### config.mk
export PLATFORM = sky130hd
export DESIGN_NAME = store_rmw_unit
export DESIGN_NICKNAME = d
export VERILOG_FILES = /design/src/rtl/store_pkg.sv /design/src/rtl/store_merge.sv /design/src/rtl/store_rmw_unit.sv
export SDC_FILE = /design/constraint.sdc
export NUM_CORES = 1
export LEC_CHECK = 0
export CORE_AREA = 8 8 122 124
export CTS_CLUSTER_DIAMETER = 100
export CTS_CLUSTER_SIZE = 12
export DETAILED_ROUTE_END_ITERATION = 10
export DIE_AREA = 0 0 130 132
export HOLD_SLACK_MARGIN = 0.03
export PLACE_DENSITY = 0.8
export SYNTH_ARGS = -nofsm -noshare
export SYNTH_HDL_FRONTEND = slang
export SYNTH_HIERARCHICAL = 1
export SYNTH_SLANG_ARGS = --single-unit
### constraint.sdc
create_clock -name clk -period 4.15 [get_ports clk]
set_input_delay 0.83 -clock clk [delete_from_list [all_inputs] [get_ports clk]]
set_output_delay 0.83 -clock clk [all_outputs]
set_load 0.005 [all_outputs]
### src/rtl/store_pkg.sv
// Shared encodings and defaults for the store read-modify-write unit.
package store_pkg;

  localparam int unsigned DATA_W          = 32;
  localparam int unsigned CNT_W           = 8;
  localparam int unsigned ACK_TIMEOUT_DEF = 255;

  // req_size encodings
  localparam logic [1:0] SIZE_BYTE = 2'b00;
  localparam logic [1:0] SIZE_HALF = 2'b01;
  localparam logic [1:0] SIZE_WORD = 2'b10;
  localparam logic [1:0] SIZE_RSVD = 2'b11;

  typedef enum logic [1:0] {
    IDLE  = 2'b00,
    READ  = 2'b01,
    WRITE = 2'b10,
    RESP  = 2'b11
  } state_e;

endpackage

### src/rtl/store_merge.sv
// Lane merge for sub-word stores plus access legality decode.
//   old_word : word read from memory (ignored for word stores)
//   wdata    : store data, byte/half taken from the low bits
//   addr_lo  : byte offset within the word
//   size     : SIZE_BYTE / SIZE_HALF / SIZE_WORD / SIZE_RSVD
//   merged   : word to write back
//   misalign : access cannot be performed (misaligned or reserved size)
module store_merge
  import store_pkg::*;
(
  input  logic [DATA_W-1:0] old_word,
  input  logic [DATA_W-1:0] wdata,
  input  logic [1:0]        addr_lo,
  input  logic [1:0]        size,
  output logic [DATA_W-1:0] merged,
  output logic              misalign
);

  always_comb begin
    merged   = old_word;
    misalign = 1'b0;
    case (size)
      SIZE_BYTE: begin
        case (addr_lo)
          2'b00:   merged[7:0]   = wdata[7:0];
          2'b01:   merged[15:8]  = wdata[7:0];
          2'b10:   merged[23:16] = wdata[7:0];
          default: merged[31:24] = wdata[7:0];
        endcase
      end
      SIZE_HALF: begin
        if (addr_lo[1]) merged[31:16] = wdata[15:0];
        else            merged[15:0]  = wdata[15:0];
        misalign = addr_lo[0];
      end
      SIZE_WORD: begin
        merged   = wdata;
        misalign = (addr_lo != 2'b00);
      end
      default: misalign = 1'b1;
    endcase
  end

endmodule

### src/rtl/store_rmw_unit.sv
// Store unit for a word-only data memory: sw is a single write, sb/sh are
// read-modify-write. Handshakes with the MEM stage, flags misaligned or
// reserved-size requests and aborts accesses whose ack never arrives.
//   clk, rst_n            : clock, async active-low reset
//   req_valid/req_ready   : request handshake from MEM stage
//   req_addr/wdata/size   : byte address, store data, access size
//   req_done/req_err      : one-cycle completion pulse and error flag
//   mem_addr/re/we/wdata  : word-aligned memory request, strobes held to ack
//   mem_rdata/mem_ack     : memory read data and one-cycle completion
module store_rmw_unit
  import store_pkg::*;
#(
  parameter int unsigned ADDR_W      = 32,
  parameter int unsigned ACK_TIMEOUT = ACK_TIMEOUT_DEF
) (
  input  logic              clk,
  input  logic              rst_n,
  input  logic              req_valid,
  output logic              req_ready,
  input  logic [ADDR_W-1:0] req_addr,
  input  logic [DATA_W-1:0] req_wdata,
  input  logic [1:0]        req_size,
  output logic              req_done,
  output logic              req_err,
  output logic [ADDR_W-1:0] mem_addr,
  output logic              mem_re,
  output logic              mem_we,
  output logic [DATA_W-1:0] mem_wdata,
  input  logic [DATA_W-1:0] mem_rdata,
  input  logic              mem_ack
);

  // Last strobe cycle index; counter starts at 0 on the first strobe cycle.
  localparam logic [CNT_W-1:0] CNT_LAST = CNT_W'(ACK_TIMEOUT - 1);

  state_e            state_q, state_d;
  logic [CNT_W-1:0]  cnt_q, cnt_d;
  logic [DATA_W-1:0] wdata_q, wdata_d;
  logic [1:0]        lo_q, lo_d;
  logic [1:0]        size_q, size_d;

  logic              ready_d, done_d, err_d, re_d, we_d;
  logic [ADDR_W-1:0] maddr_d;
  logic [DATA_W-1:0] mwdata_d;

  logic [DATA_W-1:0] m_wdata, merged;
  logic [1:0]        m_lo, m_size;
  logic              misalign;

  // In IDLE the merge decodes the incoming request; afterwards it merges the
  // captured store into mem_rdata, so the read word lands directly in
  // mem_wdata on the read ack instead of a separate holding register.
  assign m_wdata = (state_q == IDLE) ? req_wdata     : wdata_q;
  assign m_lo    = (state_q == IDLE) ? req_addr[1:0] : lo_q;
  assign m_size  = (state_q == IDLE) ? req_size      : size_q;

  store_merge u_merge (
    .old_word (mem_rdata),
    .wdata    (m_wdata),
    .addr_lo  (m_lo),
    .size     (m_size),
    .merged   (merged),
    .misalign (misalign)
  );

  // State and registered outputs.
  always_ff @(posedge clk or negedge rst_n) begin
    if (!rst_n) begin
      state_q   <= IDLE;
      cnt_q     <= '0;
      wdata_q   <= '0;
      lo_q      <= '0;
      size_q    <= '0;
      req_ready <= 1'b1;
      req_done  <= 1'b0;
      req_err   <= 1'b0;
      mem_re    <= 1'b0;
      mem_we    <= 1'b0;
      mem_addr  <= '0;
      mem_wdata <= '0;
    end else begin
      state_q   <= state_d;
      cnt_q     <= cnt_d;
      wdata_q   <= wdata_d;
      lo_q      <= lo_d;
      size_q    <= size_d;
      req_ready <= ready_d;
      req_done  <= done_d;
      req_err   <= err_d;
      mem_re    <= re_d;
      mem_we    <= we_d;
      mem_addr  <= maddr_d;
      mem_wdata <= mwdata_d;
    end
  end

  // Next state and next output values.
  always_comb begin
    state_d  = state_q;
    cnt_d    = cnt_q;
    wdata_d  = wdata_q;
    lo_d     = lo_q;
    size_d   = size_q;
    done_d   = 1'b0;
    err_d    = 1'b0;
    re_d     = 1'b0;
    we_d     = 1'b0;
    maddr_d  = mem_addr;
    mwdata_d = mem_wdata;

    case (state_q)
      IDLE: begin
        if (req_valid) begin
          wdata_d = req_wdata;
          lo_d    = req_addr[1:0];
          size_d  = req_size;
          if (misalign) begin
            state_d = RESP;
            done_d  = 1'b1;
            err_d   = 1'b1;
          end else begin
            maddr_d = {req_addr[ADDR_W-1:2], 2'b00};
            cnt_d   = '0;
            if (req_size == SIZE_WORD) begin
              state_d  = WRITE;
              we_d     = 1'b1;
              mwdata_d = merged;
            end else begin
              state_d = READ;
              re_d    = 1'b1;
            end
          end
        end
      end
      READ: begin
        // Ack wins over a timeout in the same cycle.
        if (mem_ack) begin
          state_d  = WRITE;
          we_d     = 1'b1;
          cnt_d    = '0;
          mwdata_d = merged;
        end else if (cnt_q == CNT_LAST) begin
          state_d = RESP;
          done_d  = 1'b1;
          err_d   = 1'b1;
        end else begin
          re_d  = 1'b1;
          cnt_d = cnt_q + CNT_W'(1);
        end
      end
      WRITE: begin
        if (mem_ack) begin
          state_d = RESP;
          done_d  = 1'b1;
        end else if (cnt_q == CNT_LAST) begin
          state_d = RESP;
          done_d  = 1'b1;
          err_d   = 1'b1;
        end else begin
          we_d  = 1'b1;
          cnt_d = cnt_q + CNT_W'(1);
        end
      end
      RESP:    state_d = IDLE;
      default: state_d = IDLE;
    endcase

    ready_d = (state_d == IDLE);
  end

endmodule

==> summary.log, run 1 <==
[status] outcome completed
[drt] via total after detailed routing 4741
[drt] Via density 5.68
[critical_path] Setup crit end kind flip-flop
[clocking] buffers inserted during post-CTS setup optimization 0
[yosys] proportion of synthesized flip-flops having asynchronous set or reset 100%
[clocking] Worst-path clk slew 0.05 ns
[critical_path] Max FO, Critical Path 20
[power_and_ir_drop] net switching share of the total power 35.4%
[floorplan] vertical die dimension 132 um
[hold_path] hold_sp mem_addr[17]$_DFFE_PN0P_
[drt] Total Wirelength 17300 um
[global_route] first-pass GRT wire length 27200 um
[timing] worst hold margin 0.502 ns
[timing] number of hold-slack violations in the final timing report 0
[place] number of buffers added on ports 168
[clocking] buffer cell driving the clock tree root sky130_fd_sc_hd__clkbuf_16
[cells_and_area] Layout area overhead 37.2%
[hold_path] worst min-delay path class reg -> reg
[yosys] basic-gate share of the synthesized area counting and, or, nand and nor cells 7.09%
[yosys] warning count from the yosys run 6
[floorplan] placeable core area 0.0130 sq mm
[clocking] CTS Buffer Depth 2
[yosys] Post-Synthesis Mean Instance Area 12.7 sq um
[yosys] main combinational cell family by area after synthesis multiplexers
[clocking] clk sink count 113
[critical_path] flop-to-flop setup slack 0.81 ns
[global_route] total global routing overflow 0
[drt] number of nets still failing antenna checks after routing 0
[yosys] sequential-to-total area share from yosys stat 45.8%
[timing] final worst path period need 3.34 ns
[floorplan] area of the die 0.0172 sq mm
[timing] number of pins with negative max-slew slack in the final report 0
[power_and_ir_drop] part of the power in combinational logic 54.9%
[global_route] met1 Resource Use GR 25.8%
[timing] Final Cycle Share 80.4%
[floorplan] boundary pin count 171
[yosys] flip-flop and latch count after synthesis 113
[clocking] Inserted Clock Buffers 17
[drt] Iter 0 DRT Violations 394
[cells_and_area] layout cell share with drive strength beyond 1 29.7%
[power_and_ir_drop] PwrDens 860 mW/mm^2
[global_route] antenna violations before repair 0
[timing] worst-case headroom to the max-slew limit 30.0%
[clocking] CTS resizes 0
[critical_path] CP arrival 3.63 ns
[yosys] adder and majority cell fraction of the synthesized area 1.62%
[power_and_ir_drop] internal power summed over all cells 4710 uW
[clocking] CTS tree built
[critical_path] CP startpoint kind flip-flop
[drt] drt wl/cell 20.7 um
[yosys] most used flip-flop cell after synthesis sky130_fd_sc_hd__dfrtp_1
[global_route] Total Routing Usage GR 20.3%
[critical_path] worst setup path start state_q[0]$_DFF_PN0_
[yosys] Syn Inst Count 487
[critical_path] type of the setup path with the least slack reg -> reg
[drt] number of iterations in the first detailed-routing pass 5
[timing] unrepaired setup endpoints after global routing no
[clocking] H-tree Lvls 4
[power_and_ir_drop] maximum resistive drop on vdd 0.000400 V
[floorplan] die boundary width 130 um
[global_route] vias in the first global route 4904
[global_route] largest net degree at the start of global routing 87
[power_and_ir_drop] leakage component of the power 0.00352 uW
[power_and_ir_drop] clock power share 18.4%
[drt] detailed-route DRC error count 0
[yosys] fraction of synthesized area in multiplexers 29.0%
[timing] transition time at the pin with the least slew margin 1.05 ns
[critical_path] Crit path required time 4.44 ns
[global_route] met3 Resource Use GR 5.95%
[critical_path] worst r2r src state_q[0]$_DFF_PN0_
[clocking] clk_lat worst skew 0.40 ns
[power_and_ir_drop] net switching component of the power 2580 uW
[floorplan] Initial Util 47.6%
[global_route] layer carrying the most global-route usage met2
[place] placed wire-length estimate 12800 um
[timing] number of setup violations in the final report 0
[yosys] number of enable-type register cells in the synthesized netlist 0
[cells_and_area] Final Net Count 755
[job] Max Cap Viol 0
[timing] TNS Setup 0 ns
[yosys] post-synth design cell area 0.00618 sq mm
[yosys] Compound-Gate Fraction of Synth Area 12.2%
[yosys] Synth Area in XOR/XNOR 0%
[power_and_ir_drop] Flop pwr share 26.7%
[yosys] number of library cell types mapped by synthesis 51
[timing] clk_skew 0.00639 ns
[floorplan] standard-cell row count 42
[global_route] met2 track utilization from global routing 32.4%
[timing] FMAX 300 MHz
[clocking] hold buffer count at cts 0
[place] Final GP Congestion 0.913
synthesized netlist by cell type, types with 2 or more instances:
cell / number / area (sq um)
sky130_fd_sc_hd__a211oi_1: 10 / 75.1
sky130_fd_sc_hd__a21oi_1: 10 / 50.1
sky130_fd_sc_hd__a221o_1: 9 / 90.1
sky130_fd_sc_hd__a221oi_1: 9 / 78.8
sky130_fd_sc_hd__a22o_1: 2 / 17.5
sky130_fd_sc_hd__a311oi_1: 8 / 70.1
sky130_fd_sc_hd__a31o_2: 3 / 26.3
sky130_fd_sc_hd__a31oi_1: 12 / 75.1
sky130_fd_sc_hd__a41oi_1: 2 / 17.5
sky130_fd_sc_hd__and2_1: 11 / 68.8
sky130_fd_sc_hd__and3_1: 2 / 12.5
sky130_fd_sc_hd__buf_2: 20 / 100
sky130_fd_sc_hd__buf_4: 5 / 37.5
sky130_fd_sc_hd__buf_6: 7 / 78.8
sky130_fd_sc_hd__clkbuf_1: 5 / 18.8
sky130_fd_sc_hd__dfrtp_1: 112 / 2800
sky130_fd_sc_hd__ha_1: 8 / 100
sky130_fd_sc_hd__inv_1: 5 / 18.8
sky130_fd_sc_hd__mux2_2: 112 / 1260
sky130_fd_sc_hd__mux2_4: 30 / 450
sky130_fd_sc_hd__mux2i_1: 8 / 80.1
sky130_fd_sc_hd__nand2_1: 7 / 26.3
sky130_fd_sc_hd__nand2b_1: 3 / 18.8
sky130_fd_sc_hd__nor2_1: 4 / 15.0
sky130_fd_sc_hd__nor2b_1: 27 / 169
sky130_fd_sc_hd__nor3_1: 12 / 60.1
sky130_fd_sc_hd__o21ai_1: 2 / 10.0
sky130_fd_sc_hd__o22a_1: 2 / 17.5
sky130_fd_sc_hd__o22ai_1: 18 / 113
worst paths after layout:
kind,cells past startpoint,to
worst max-delay path,9,cnt_q[0]$_DFFE_PN0P_
max in group asynchronous,2,mem_wdata[30]$_DFFE_PN0P_
worst min register to register,1,mem_addr[17]$_DFFE_PN0P_
min in group asynchronous,1,mem_addr[4]$_DFFE_PN0P_
worst min-delay path,1,mem_addr[17]$_DFFE_PN0P_
worst max register to register,9,cnt_q[0]$_DFFE_PN0P_
cell usage in the layout (no fill, tap or decap), types with 7 or more instances in the layout:
master / instances
sky130_fd_sc_hd__a211oi_1: 10
sky130_fd_sc_hd__a21oi_1: 10
sky130_fd_sc_hd__a221o_1: 9
sky130_fd_sc_hd__a221oi_1: 9
sky130_fd_sc_hd__a311oi_1: 8
sky130_fd_sc_hd__a31oi_1: 12
sky130_fd_sc_hd__and2_1: 11
sky130_fd_sc_hd__buf_4: 8
sky130_fd_sc_hd__clkbuf_16: 17
sky130_fd_sc_hd__clkdlybuf4s50_1: 167
sky130_fd_sc_hd__dfrtp_1: 112
sky130_fd_sc_hd__ha_1: 7
sky130_fd_sc_hd__mux2_2: 112
sky130_fd_sc_hd__mux2_4: 30
sky130_fd_sc_hd__mux2i_1: 8
sky130_fd_sc_hd__nand2_1: 7
sky130_fd_sc_hd__nor2b_1: 27
sky130_fd_sc_hd__nor3_1: 12
sky130_fd_sc_hd__o22ai_1: 18
sequential cells by signal, indices dropped and copies added, names as in the netlist:
register / flops
size_q: 2
req_err: 1
mem_addr: 30
wdata_q: 32
state_q: 2
req_ready: 1
mem_we: 1
cnt_q: 8
req_done: 1
lo_q: 2
mem_wdata: 32
mem_re: 1
layer usage:
| layer | vias up | share of wire (%) |
|---|---|---|
| li1 | 2151 | - |
| met2 | 229 | 47 |
| met3 | 28 | 8.2 |
| met1 | 2333 | 43 |
| met4 | 0 | 1.8 |
| met5 | - | 0 |
metrics by stage:
step                std cells  setup slack (ns)  cell area, sq um  total power (uW)  util [%]
floorplan                 488             0.491              6180              4590         -
global placement          802             0.828              7920              5780      61.0
detailed placement        802             0.742              7920              5940      61.0
CTS                       833             0.856              8470              7320      65.3
global route              833             0.535              8470              7700      65.3
finish                    834             0.812              8470              7290      65.3
layout make-up:
cell class / count / area [sq um]
Clock buffer: 18 / 439
Inverter: 6 / 22.5
Timing Repair Buffer: 176 / 1750
Clock inverter: 13 / 115
Tap cell: 176 / 220
Fill cell: 978 / 4510
Sequential cell: 113 / 2830
Antenna cell: 1 / 2.50
Multi-Input combinational cell: 331 / 3090
power by group through the flow:
stage	clock network, uW	logic (uW)	registers, uW
after floorplan	0	2670	1920
after detailed placement	0	3990	1950
after CTS	1370	4000	1950
after global placement	0	3860	1930
final	1340	4000	1950
after global routing	1420	4270	2010
cell families after synthesis:
family                   after synthesis
multiplexers                         150
buffers and inverters                 44
flip-flops                           113
adder cells (fa/ha/maj)                8
AND/OR/NAND/NOR                       74
other                                  1
AO/OA/AOI/OAI                         97
worst max-delay path, cell delays in order (launching register included):
cell                       delay (ns)
sky130_fd_sc_hd__dfrtp_1         0.45
sky130_fd_sc_hd__inv_1           0.14
sky130_fd_sc_hd__ha_2            0.49
sky130_fd_sc_hd__mux2_2          0.56
sky130_fd_sc_hd__nor3_1          0.23
sky130_fd_sc_hd__nor2_1          0.09
sky130_fd_sc_hd__nand2b_1        0.21
sky130_fd_sc_hd__a221oi_2        0.64
sky130_fd_sc_hd__o21ai_1         0.15
sky130_fd_sc_hd__a22o_1          0.26
Note: power is estimated with default switching activity, not from simulation.
==> run 2: changes to the inputs <==
clock period = 3.47 ns   (was 4.15 ns; I/O delays follow)
==> run 2 against run 1 <==
Against the previous run: clock power grew 28%; via count shrank 1.3%; combinational power grew 19%; sequential power grew 20%; wire length shrank 1.3%; worst hold slack lost 0.090 ns; power grew 21%; die area is the same; core utilization grew 0.39 points; cell count grew 0.36%; fmax grew 2.6%; setup slack lost 0.60 ns; critical path type unchanged; largest cell class unchanged; largest power group unchanged.
==> summary.log, run 2 (synthesis results as in run 1) <==
[timing] final worst path period need 3.26 ns
[floorplan] placeable core area 0.0130 sq mm
[critical_path] ordered list of cells on the worst path inv_1 > ha_2 > mux2_2 > a21oi_1 > nor2_1 > and3b_1 > nand2_1 > a21o_2 > mux2_2
[place] Final GP Congestion 0.864
[cells_and_area] count of non-filler cells in the finished layout 837
[global_route] largest net degree at the start of global routing 76
[clocking] CTS Buffer Depth 2
[drt] detailed-route DRC error count 0
[cells_and_area] Final Net Count 758
[global_route] vias in the first global route 4912
[drt] Met1 Routed Length 7220 um
[global_route] first-pass GRT wire length 26900 um
[cells_and_area] n_diodes 0
[clocking] buffer cell driving the clock tree root sky130_fd_sc_hd__clkbuf_16
[drt] drt wl/cell 20.3 um
[clocking] hold buffer count at cts 0
[critical_path] Crit path required time 3.77 ns
[drt] Routed met3 length 1310 um
[place] number of buffers added on ports 168
[status] outcome completed
[critical_path] type of the setup path with the least slack reg -> reg
[drt] via total after detailed routing 4680
[global_route] antenna violations before repair 0
[drt] Via density 5.59
[clocking] Inserted Clock Buffers 17
[floorplan] Initial Util 47.6%
[clocking] H-tree Lvls 4
[global_route] total global routing overflow 0
[cells_and_area] most common cell after layout, fill and taps aside sky130_fd_sc_hd__clkdlybuf4s50_1
[clocking] CTS resizes 0
[power_and_ir_drop] leakage component of the power 0.00355 uW
[drt] Top Metal Used met4
[critical_path] CP arrival 3.55 ns
[clocking] buffers inserted during post-CTS setup optimization 0
[hold_path] worst min-delay path class in -> async
[drt] routed wl met2 8210 um
[clocking] Worst-path clk slew 0.06 ns
[global_route] Total Routing Usage GR 20.0%
[critical_path] cell occurring most often along the worst timing path sky130_fd_sc_hd__mux2_2
[critical_path] cell with the largest stage delay on the worst path sky130_fd_sc_hd__a21o_2
[critical_path] buffers and inverters on the worst path 1
[timing] worst hold margin 0.412 ns
[job] Max Cap Viol 0
[floorplan] boundary pin count 171
[critical_path] Max FO, Critical Path 32
[cells_and_area] Layout area overhead 38.0%
[critical_path] Crit path largest cell delay 0.85 ns
[timing] worst-case headroom to the max-slew limit 28.1%
[drt] Iter 0 DRT Violations 375
[cells_and_area] fill count 964
[floorplan] die boundary width 130 um
[place] number of placed instances, taps included 805
[timing] number of setup violations in the final report 0
[drt] Total Wirelength 17000 um
[timing] transition time at the pin with the least slew margin 1.08 ns
[critical_path] CP startpoint kind flip-flop
[critical_path] Setup crit end kind flip-flop
[clocking] clk_lat worst skew 0.41 ns
[timing] number of hold-slack violations in the final timing report 0
[timing] Final Cycle Share 93.8%
[drt] number of iterations in the first detailed-routing pass 4
[drt] number of nets still failing antenna checks after routing 0
[cells_and_area] area occupied by multi-input gates 0.00309 sq mm
[cells_and_area] Largest regs mem_wdata x32, wdata_q x32, mem_addr x30
[cells_and_area] top library cells by usage in the layout, fill and taps aside sky130_fd_sc_hd__clkdlybuf4s50_1, sky130_fd_sc_hd__mux2_2, sky130_fd_sc_hd__dfrtp_1
[timing] clk_skew 0.00823 ns
[floorplan] vertical die dimension 132 um
[clocking] clk sink count 113
[clocking] CTS tree built
[floorplan] area of the die 0.0172 sq mm
[floorplan] standard-cell row count 42
[cells_and_area] FF+latch area 0.00283 sq mm
[timing] unrepaired setup endpoints after global routing no
[timing] TNS Setup 0 ns
[timing] number of pins with negative max-slew slack in the final report 0
[critical_path] category of cells accounting for the largest share of critical-path delay compound AO/OA/AOI/OAI gates
[power_and_ir_drop] PwrDens 1040 mW/mm^2
[place] placed wire-length estimate 12500 um
[timing] FMAX 307 MHz
[cells_and_area] layout cell share with drive strength beyond 1 30.1%
[power_and_ir_drop] maximum resistive drop on vdd 0.000490 V
==> run 2: layer usage <==
layer,GRT usage (%),up-vias
li1,-,2153
met1,24.7,2287
met2,32.3,216
met3,5.58,24
met4,7.23,0
met5,0,-
==> run 2: per-stage QoR <==
stage	worst slack [ns]	total power [uW]	instance area [sq um]	utilization, %
after global placement	0.245	6930	7940	61.2
after floorplan	0.0000762	5490	6180	-
final	0.215	8830	8520	65.7
after global routing	0.0561	9310	8520	65.7
after detailed placement	0.116	7110	7940	61.2
after CTS	0.234	8860	8520	65.7
==> run 2: area by class of cell <==
type                            instances  area share, %
Timing Repair Buffer                  179           20.8
Sequential cell                       113           33.2
Tap cell                              176           2.58
Inverter                                6          0.264
Clock buffer                           17           4.99
Multi-Input combinational cell        331           36.3
Clock inverter                         15           1.86
==> run 2: final timing paths <==
check / start / to / slack [ns] / cells past startpoint
max in group asynchronous: rst_n / mem_addr[28]$_DFFE_PN0P_ / 2.20 / 2
setup reg to reg: state_q[0]$_DFF_PN0_ / mem_wdata[16]$_DFFE_PN0P_ / 0.21 / 9
hold / removal: rst_n / mem_addr[23]$_DFFE_PN0P_ / 0.41 / 1
hold reg to reg: mem_addr[24]$_DFFE_PN0P_ / mem_addr[24]$_DFFE_PN0P_ / 0.50 / 1
min in group clk: mem_addr[24]$_DFFE_PN0P_ / mem_addr[24]$_DFFE_PN0P_ / 0.50 / 1
setup / recovery: state_q[0]$_DFF_PN0_ / mem_wdata[16]$_DFFE_PN0P_ / 0.21 / 9
==> run 2: power by group <==
group          internal (uW)  switching, uW  total [uW]
registers               1970            374        2340
logic                   2700           2070        4760
clock network           1060            659        1720
total                   5730           3100        8830
